`config.mk`:
```
export PLATFORM = sky130hd
export DESIGN_NAME = io_write_arbiter_flat
export DESIGN_NICKNAME = d
export VERILOG_FILES = /design/src/rtl/io_write_arbiter_if.sv /design/src/rtl/io_write_arbiter.sv /design/src/flat_wrapper.sv
export SDC_FILE = /design/constraint.sdc
export NUM_CORES = 1
export LEC_CHECK = 0
export ABC_CLOCK_PERIOD_IN_PS = 2700
export CAP_MARGIN = 20
export CORE_MARGIN = 1
export CORE_UTILIZATION = 50
export CTS_CLUSTER_DIAMETER = 150
export DETAILED_ROUTE_END_ITERATION = 7
export GPL_ROUTABILITY_DRIVEN = 0
export PLACE_DENSITY = 0.84
export SLEW_MARGIN = 40
export SYNTH_ARGS = -nofsm -noshare
export SYNTH_HDL_FRONTEND = slang
export SYNTH_SLANG_ARGS = --single-unit
```
`constraint.sdc`:
```
create_clock -name clk -period 2.7 [get_ports clk]
set_input_delay 0.54 -clock clk [delete_from_list [all_inputs] [get_ports clk]]
set_output_delay 0.54 -clock clk [all_outputs]
set_load 0.02 [all_outputs]
```
`src/rtl/io_write_arbiter_if.sv`:
```
// io_write_arbiter_if: CPU store path, UART byte strobes and I/O bank write port
// shared by the write arbiter (slave) and whoever drives the requests (master).
interface io_write_arbiter_if #(
    parameter int N = 5,
    parameter int T = 8
);
    logic         cpu_req;
    logic [N-1:0] cpu_addr;
    logic [T-1:0] cpu_data;
    logic         cpu_ack;
    logic         rx_valid;
    logic [T-1:0] rx_data;
    logic [N-1:0] rx_addr;
    logic         ovf_clr;
    logic         rx_overflow;
    logic         habilitar;
    logic [N-1:0] entradaDeco;
    logic [T-1:0] data_IO_in;
    logic         busy;
    logic         addr_err;

    modport slave (
        input  cpu_req, cpu_addr, cpu_data, rx_valid, rx_data, rx_addr, ovf_clr,
        output cpu_ack, rx_overflow, habilitar, entradaDeco, data_IO_in, busy, addr_err
    );

    modport master (
        output cpu_req, cpu_addr, cpu_data, rx_valid, rx_data, rx_addr, ovf_clr,
        input  cpu_ack, rx_overflow, habilitar, entradaDeco, data_IO_in, busy, addr_err
    );
endinterface

```
`src/rtl/io_write_arbiter.sv`:
```
// io_write_arbiter: round-robin owner of the I/O bank write port (CPU vs buffered UART bytes).
// Define IO_ARB_ADDR_CHECK_EN to suppress writes to indices >= R and flag them on addr_err.
module io_write_arbiter #(
    parameter int R          = 2,
    parameter int N          = 5,
    parameter int T          = 8,
    parameter int FIFO_DEPTH = 2
) (
    input logic clk,
    input logic rst,
    io_write_arbiter_if.slave bus
);
    localparam int AW = $clog2(FIFO_DEPTH);
`ifdef IO_ARB_ADDR_CHECK_EN
    localparam bit CHK = 1'b1;
`else
    localparam bit CHK = 1'b0;
`endif

    typedef enum logic {IDLE, WRITE} state_t;

    state_t        state, state_n;
    logic          last_rx;
    logic [T-1:0]  mem [FIFO_DEPTH];
    logic [AW-1:0] wr_ptr, rd_ptr;
    logic [AW:0]   count;
    logic          hab_q, ack_q, err_q, ovf_q;
    logic [N-1:0]  addr_q, addr_sel;
    logic [T-1:0]  data_q, data_sel;
    logic          fifo_ne, full, pick_cpu, pick_rx, grant, pop, push, ovf, bad;

    always_comb begin
        fifo_ne  = count != '0;
        full     = count == (AW+1)'(FIFO_DEPTH);
        pick_cpu = bus.cpu_req && (!fifo_ne || last_rx);
        pick_rx  = fifo_ne && (!bus.cpu_req || !last_rx);
        grant    = state == IDLE && (pick_cpu || pick_rx);
        pop      = grant && pick_rx;
        addr_sel = pick_cpu ? bus.cpu_addr : bus.rx_addr;
        data_sel = pick_cpu ? bus.cpu_data : mem[rd_ptr];
        bad      = CHK && 32'(addr_sel) >= R;
        // a pop on the same edge frees the slot the incoming byte needs
        push     = bus.rx_valid && (!full || pop);
        ovf      = bus.rx_valid && !push;
        state_n  = grant ? WRITE : IDLE;
    end

    always_ff @(posedge clk) begin
        if (!rst) state <= IDLE;
        else      state <= state_n;
    end

    always_ff @(posedge clk) begin
        if (push) mem[wr_ptr] <= bus.rx_data;
    end

    always_ff @(posedge clk) begin
        if (!rst) begin
            last_rx <= 1'b1;
            wr_ptr  <= '0;
            rd_ptr  <= '0;
            count   <= '0;
            hab_q   <= 1'b0;
            ack_q   <= 1'b0;
            err_q   <= 1'b0;
            ovf_q   <= 1'b0;
            addr_q  <= '0;
            data_q  <= '0;
        end else begin
            hab_q <= grant && !bad;
            ack_q <= grant && pick_cpu;
            err_q <= grant && bad;
            if (grant) begin
                addr_q  <= addr_sel;
                data_q  <= data_sel;
                last_rx <= pick_rx;
            end
            if (push) wr_ptr <= wr_ptr + 1'b1;
            if (pop) rd_ptr <= rd_ptr + 1'b1;
            count <= count + (AW+1)'(push) - (AW+1)'(pop);
            ovf_q <= ovf || (ovf_q && !bus.ovf_clr);
        end
    end

    assign bus.habilitar   = hab_q;
    assign bus.cpu_ack     = ack_q;
    assign bus.addr_err    = err_q;
    assign bus.entradaDeco = addr_q;
    assign bus.data_IO_in  = data_q;
    assign bus.rx_overflow = ovf_q;
    assign bus.busy        = state == WRITE || fifo_ne;
endmodule

```
`src/flat_wrapper.sv`:
```
// flat-port wrapper written by rule: the top's interface ports become plain ports
module io_write_arbiter_flat 
#(
    parameter int R          = 2,
    parameter int N          = 5,
    parameter int T          = 8,
    parameter int FIFO_DEPTH = 2
)
  (clk, rst, bus_cpu_req, bus_cpu_addr, bus_cpu_data, bus_rx_valid, bus_rx_data, bus_rx_addr, bus_ovf_clr, bus_cpu_ack, bus_rx_overflow, bus_habilitar, bus_entradaDeco, bus_data_IO_in, bus_busy, bus_addr_err);
  io_write_arbiter_if #(.N(N), .T(T)) bus_i ();
  input logic clk;
  input logic rst;
  input wire logic [$bits(bus_i.cpu_req)-1:0] bus_cpu_req;
  input wire logic [$bits(bus_i.cpu_addr)-1:0] bus_cpu_addr;
  input wire logic [$bits(bus_i.cpu_data)-1:0] bus_cpu_data;
  input wire logic [$bits(bus_i.rx_valid)-1:0] bus_rx_valid;
  input wire logic [$bits(bus_i.rx_data)-1:0] bus_rx_data;
  input wire logic [$bits(bus_i.rx_addr)-1:0] bus_rx_addr;
  input wire logic [$bits(bus_i.ovf_clr)-1:0] bus_ovf_clr;
  output wire logic [$bits(bus_i.cpu_ack)-1:0] bus_cpu_ack;
  output wire logic [$bits(bus_i.rx_overflow)-1:0] bus_rx_overflow;
  output wire logic [$bits(bus_i.habilitar)-1:0] bus_habilitar;
  output wire logic [$bits(bus_i.entradaDeco)-1:0] bus_entradaDeco;
  output wire logic [$bits(bus_i.data_IO_in)-1:0] bus_data_IO_in;
  output wire logic [$bits(bus_i.busy)-1:0] bus_busy;
  output wire logic [$bits(bus_i.addr_err)-1:0] bus_addr_err;
  assign bus_i.cpu_req = bus_cpu_req;
  assign bus_i.cpu_addr = bus_cpu_addr;
  assign bus_i.cpu_data = bus_cpu_data;
  assign bus_i.rx_valid = bus_rx_valid;
  assign bus_i.rx_data = bus_rx_data;
  assign bus_i.rx_addr = bus_rx_addr;
  assign bus_i.ovf_clr = bus_ovf_clr;
  assign bus_cpu_ack = bus_i.cpu_ack;
  assign bus_rx_overflow = bus_i.rx_overflow;
  assign bus_habilitar = bus_i.habilitar;
  assign bus_entradaDeco = bus_i.entradaDeco;
  assign bus_data_IO_in = bus_i.data_IO_in;
  assign bus_busy = bus_i.busy;
  assign bus_addr_err = bus_i.addr_err;
  io_write_arbiter #(.R(R), .N(N), .T(T), .FIFO_DEPTH(FIFO_DEPTH)) u_core (.clk(clk), .rst(rst), .bus(bus_i));
endmodule
```
==> qor.yml, run 1 <==
wire_per_inst_microns: 15.3
final_cells: 240
htreeDepth: 2
clkSinkCount: 38
maxCapViolCount: 0
rsz0062_at_grt: "false"
cts_post_setup_buffers_inserted: 0
p_switching_mw: 0.694
grt_max_degree: 17
die_w_microns: 60.0
finalSetupViolCount: 0
cts_buffer_depth: 2
cts_root_buf: "clkbuf_4"
outcome: "completed"
final_nets: 227
hold_viol: 0
ctsResizeCount: 0
synth_most_common_cell: "dfxtp_1"
finClkSkew_ps: 8.31
cts_tree: "done"
syn_nets: 180
crit_fanout: 16
vias: 1310
grt_pass1_wl_microns: 5800
clkPwrFrac_pct: 22.5
p_int_mw: 1.40
design_power_total_mw: 2.10
yosys_register_bits: 38
slew_viol_final: 0
initial_core_util_pct: 53.8
max-vdd-ir-drop_v: 0.000456
antenna_cells: 0
hp-class: "reg2reg"
syn2layout_area_growth_pct: 34.0
dp_hpwl_microns: 2680
place_inst: 232
dieArea_sq_um: 3600
port_buffers: 47
grt_use_total_pct: 23.3
synth_edf_count: 16
drc: 0
io_pins: 49
drive_gt1_share_pct: 9.69
powerDensity_nw_per_um2: 930
yosys.area.top_type: "edfxtp_1"
pwr-share-comb_pct: 36.4
fmax_ghz: 0.418
ant_nets: 0
synth_flop_cell: "dfxtp_1"
finalCriticalPeriod_ps: 2390
endpoint_kind: "output port"
yosysUniqueCellTypes: 40
core_sq_um: 3130
fin_crit_sh_pct: 88.7
numCtsBuffers: 5
yosysSeqAreaShare_pct: 54.7
fin_setup_tns_ps: 0
clk_pin_slew_ps: 110
vias_per_cell: 5.46
n_fill_cell: 233
drt_wl_total_microns: 3680
drt_iter0_markers: 63
synth_common_cells: "22 x dfxtp_1, 16 x edfxtp_1, 11 x mux2i_1"
crit_type: "reg2out"
sw_frac_of_total_pct: 33.1
cp.arrival_ps: 1850
clk_latency_ps: 350
rows: 20
antenna_found_initial: 0
synthCells: 148
yosys-top-cells-area: "edfxtp_1 29%, dfxtp_1 26%, mux2i_1 6.5%"
seqPwrFrac_pct: 41.0
hold_buffers: 0
crit_required_ps: 2160
syn_area_sq_um: 1680
synth_warnings: 0
fin_util_pct: 72.1
relSlewSlack_pct: 62.1
synth_top_area_share_pct: 28.6
gr-total-overflow: 0
leakagePower_nw: 0.835
crit_path_start_kind: "flop"
first_pass_iters: 4
first_global_vias: 1306
worst_slew_pin_slew_ps: 567
async_flop_share_pct: 0
die_height_microns: 60.0
synth_area_per_cell_sq_um: 11.4
[through the flow]
step           worst slack [ps]  instance area (sq um)  hold WS, ps
2_1_floorplan               989                   1680          452
5_1_grt                     151                   2250          486
3_5_place_dp                436                   2150          447
3_3_place_gp                498                   2150          437
6_report                    306                   2250          460
4_1_cts                     317                   2250          463
[cell type report]
class	count	area, sq um	share of cell area, %
Sequential cell	38	921	40.8
Tap cell	44	55.1	2.44
Multi-Input combinational cell	90	643	28.5
Inverter	9	33.8	1.50
Clock buffer	5	37.5	1.66
Timing Repair Buffer	51	500	22.2
Clock inverter	3	63.8	2.83
[sequential cells by signal (all words and copies together), names as in the netlist, named ones only]
name,cells
u_core.bus.rx_overflow,1
u_core.bus.cpu_ack,1
u_core.bus.habilitar,1
u_core.rd_ptr,1
u_core.last_rx,1
u_core.wr_ptr,1
u_core.mem,16
u_core.count,2
u_core.bus.data_IO_in,8
u_core.bus.entradaDeco,5
[cells by family after synthesis]
kind of cell	synth area share, %
flops	54.7
buf+inv	7.06
mux	6.54
xor+xnor	0.521
other cells	0.223
fa+ha+maj	0.743
compound gates	18.4
simple gates	11.8
[power groups by stage]
stage	Sequential [mW]	Combinational, mW	Clock, mW
after floorplan	0.926	0.416	0
after global placement	0.865	0.743	0
after detailed placement	0.872	0.765	0
after CTS	0.858	0.769	0.480
after global routing	0.877	0.831	0.497
final	0.860	0.763	0.472
[worst max-delay path, stage by stage (launching register included)]
cell and delay (ps):
dfxtp_1 700, inv_1 120, nand2_1 90, clkdlybuf4s50_1 590
[worst paths after layout]
| kind | slack, ps | from | end | cells past startpoint |
|---|---|---|---|---|
| setup / recovery | 310 | u_core.bus.habilitar | bus_busy | 3 |
| hold / removal | 460 | u_core.bus.entradaDeco[1] | u_core.bus.entradaDeco[1] | 2 |
| setup reg to reg | 1020 | u_core.bus.habilitar | u_core.count[1] | 5 |
| hold reg to reg | 460 | u_core.bus.entradaDeco[1] | u_core.bus.entradaDeco[1] | 2 |
[placed cells by master, fill, tap and decap left out, types with 2 or more instances in the layout]
master	synthesis	routed
o21ai_0	6	6
clkdlybuf4s50_1	0	47
a21oi_1	3	3
edfxtp_1	16	16
inv_1	9	9
nand2_1	9	9
mux2i_1	11	11
buf_4	2	4
bufinv_16	0	2
o221ai_1	2	2
nor4_1	8	8
clkbuf_4	0	5
a22oi_1	8	8
dfxtp_1	22	22
nor2_1	2	2
a211oi_1	8	8
a32oi_1	6	6
nand3_1	5	5
[per-layer routing]
layer | wire (microns) | vias up | global-route usage, %
li1 | - | 648 | -
met1 | 1380 | 609 | 23.4
met2 | 2050 | 49 | 43.5
met3 | 196 | 4 | 7.58
met4 | 49 | 0 | 9.63
met5 | 0 | - | 0
Note: power is estimated with default switching activity, not from simulation.
==> run 2, diff against run 1 <==
- CTS_BUF_LIST: not set -> sky130_fd_sc_hd__clkbuf_2 sky130_fd_sc_hd__clkbuf_4 sky130_fd_sc_hd__clkbuf_8
==> results of run 2 <==
Final layout, timing and power as in run 1 (identical DEF).
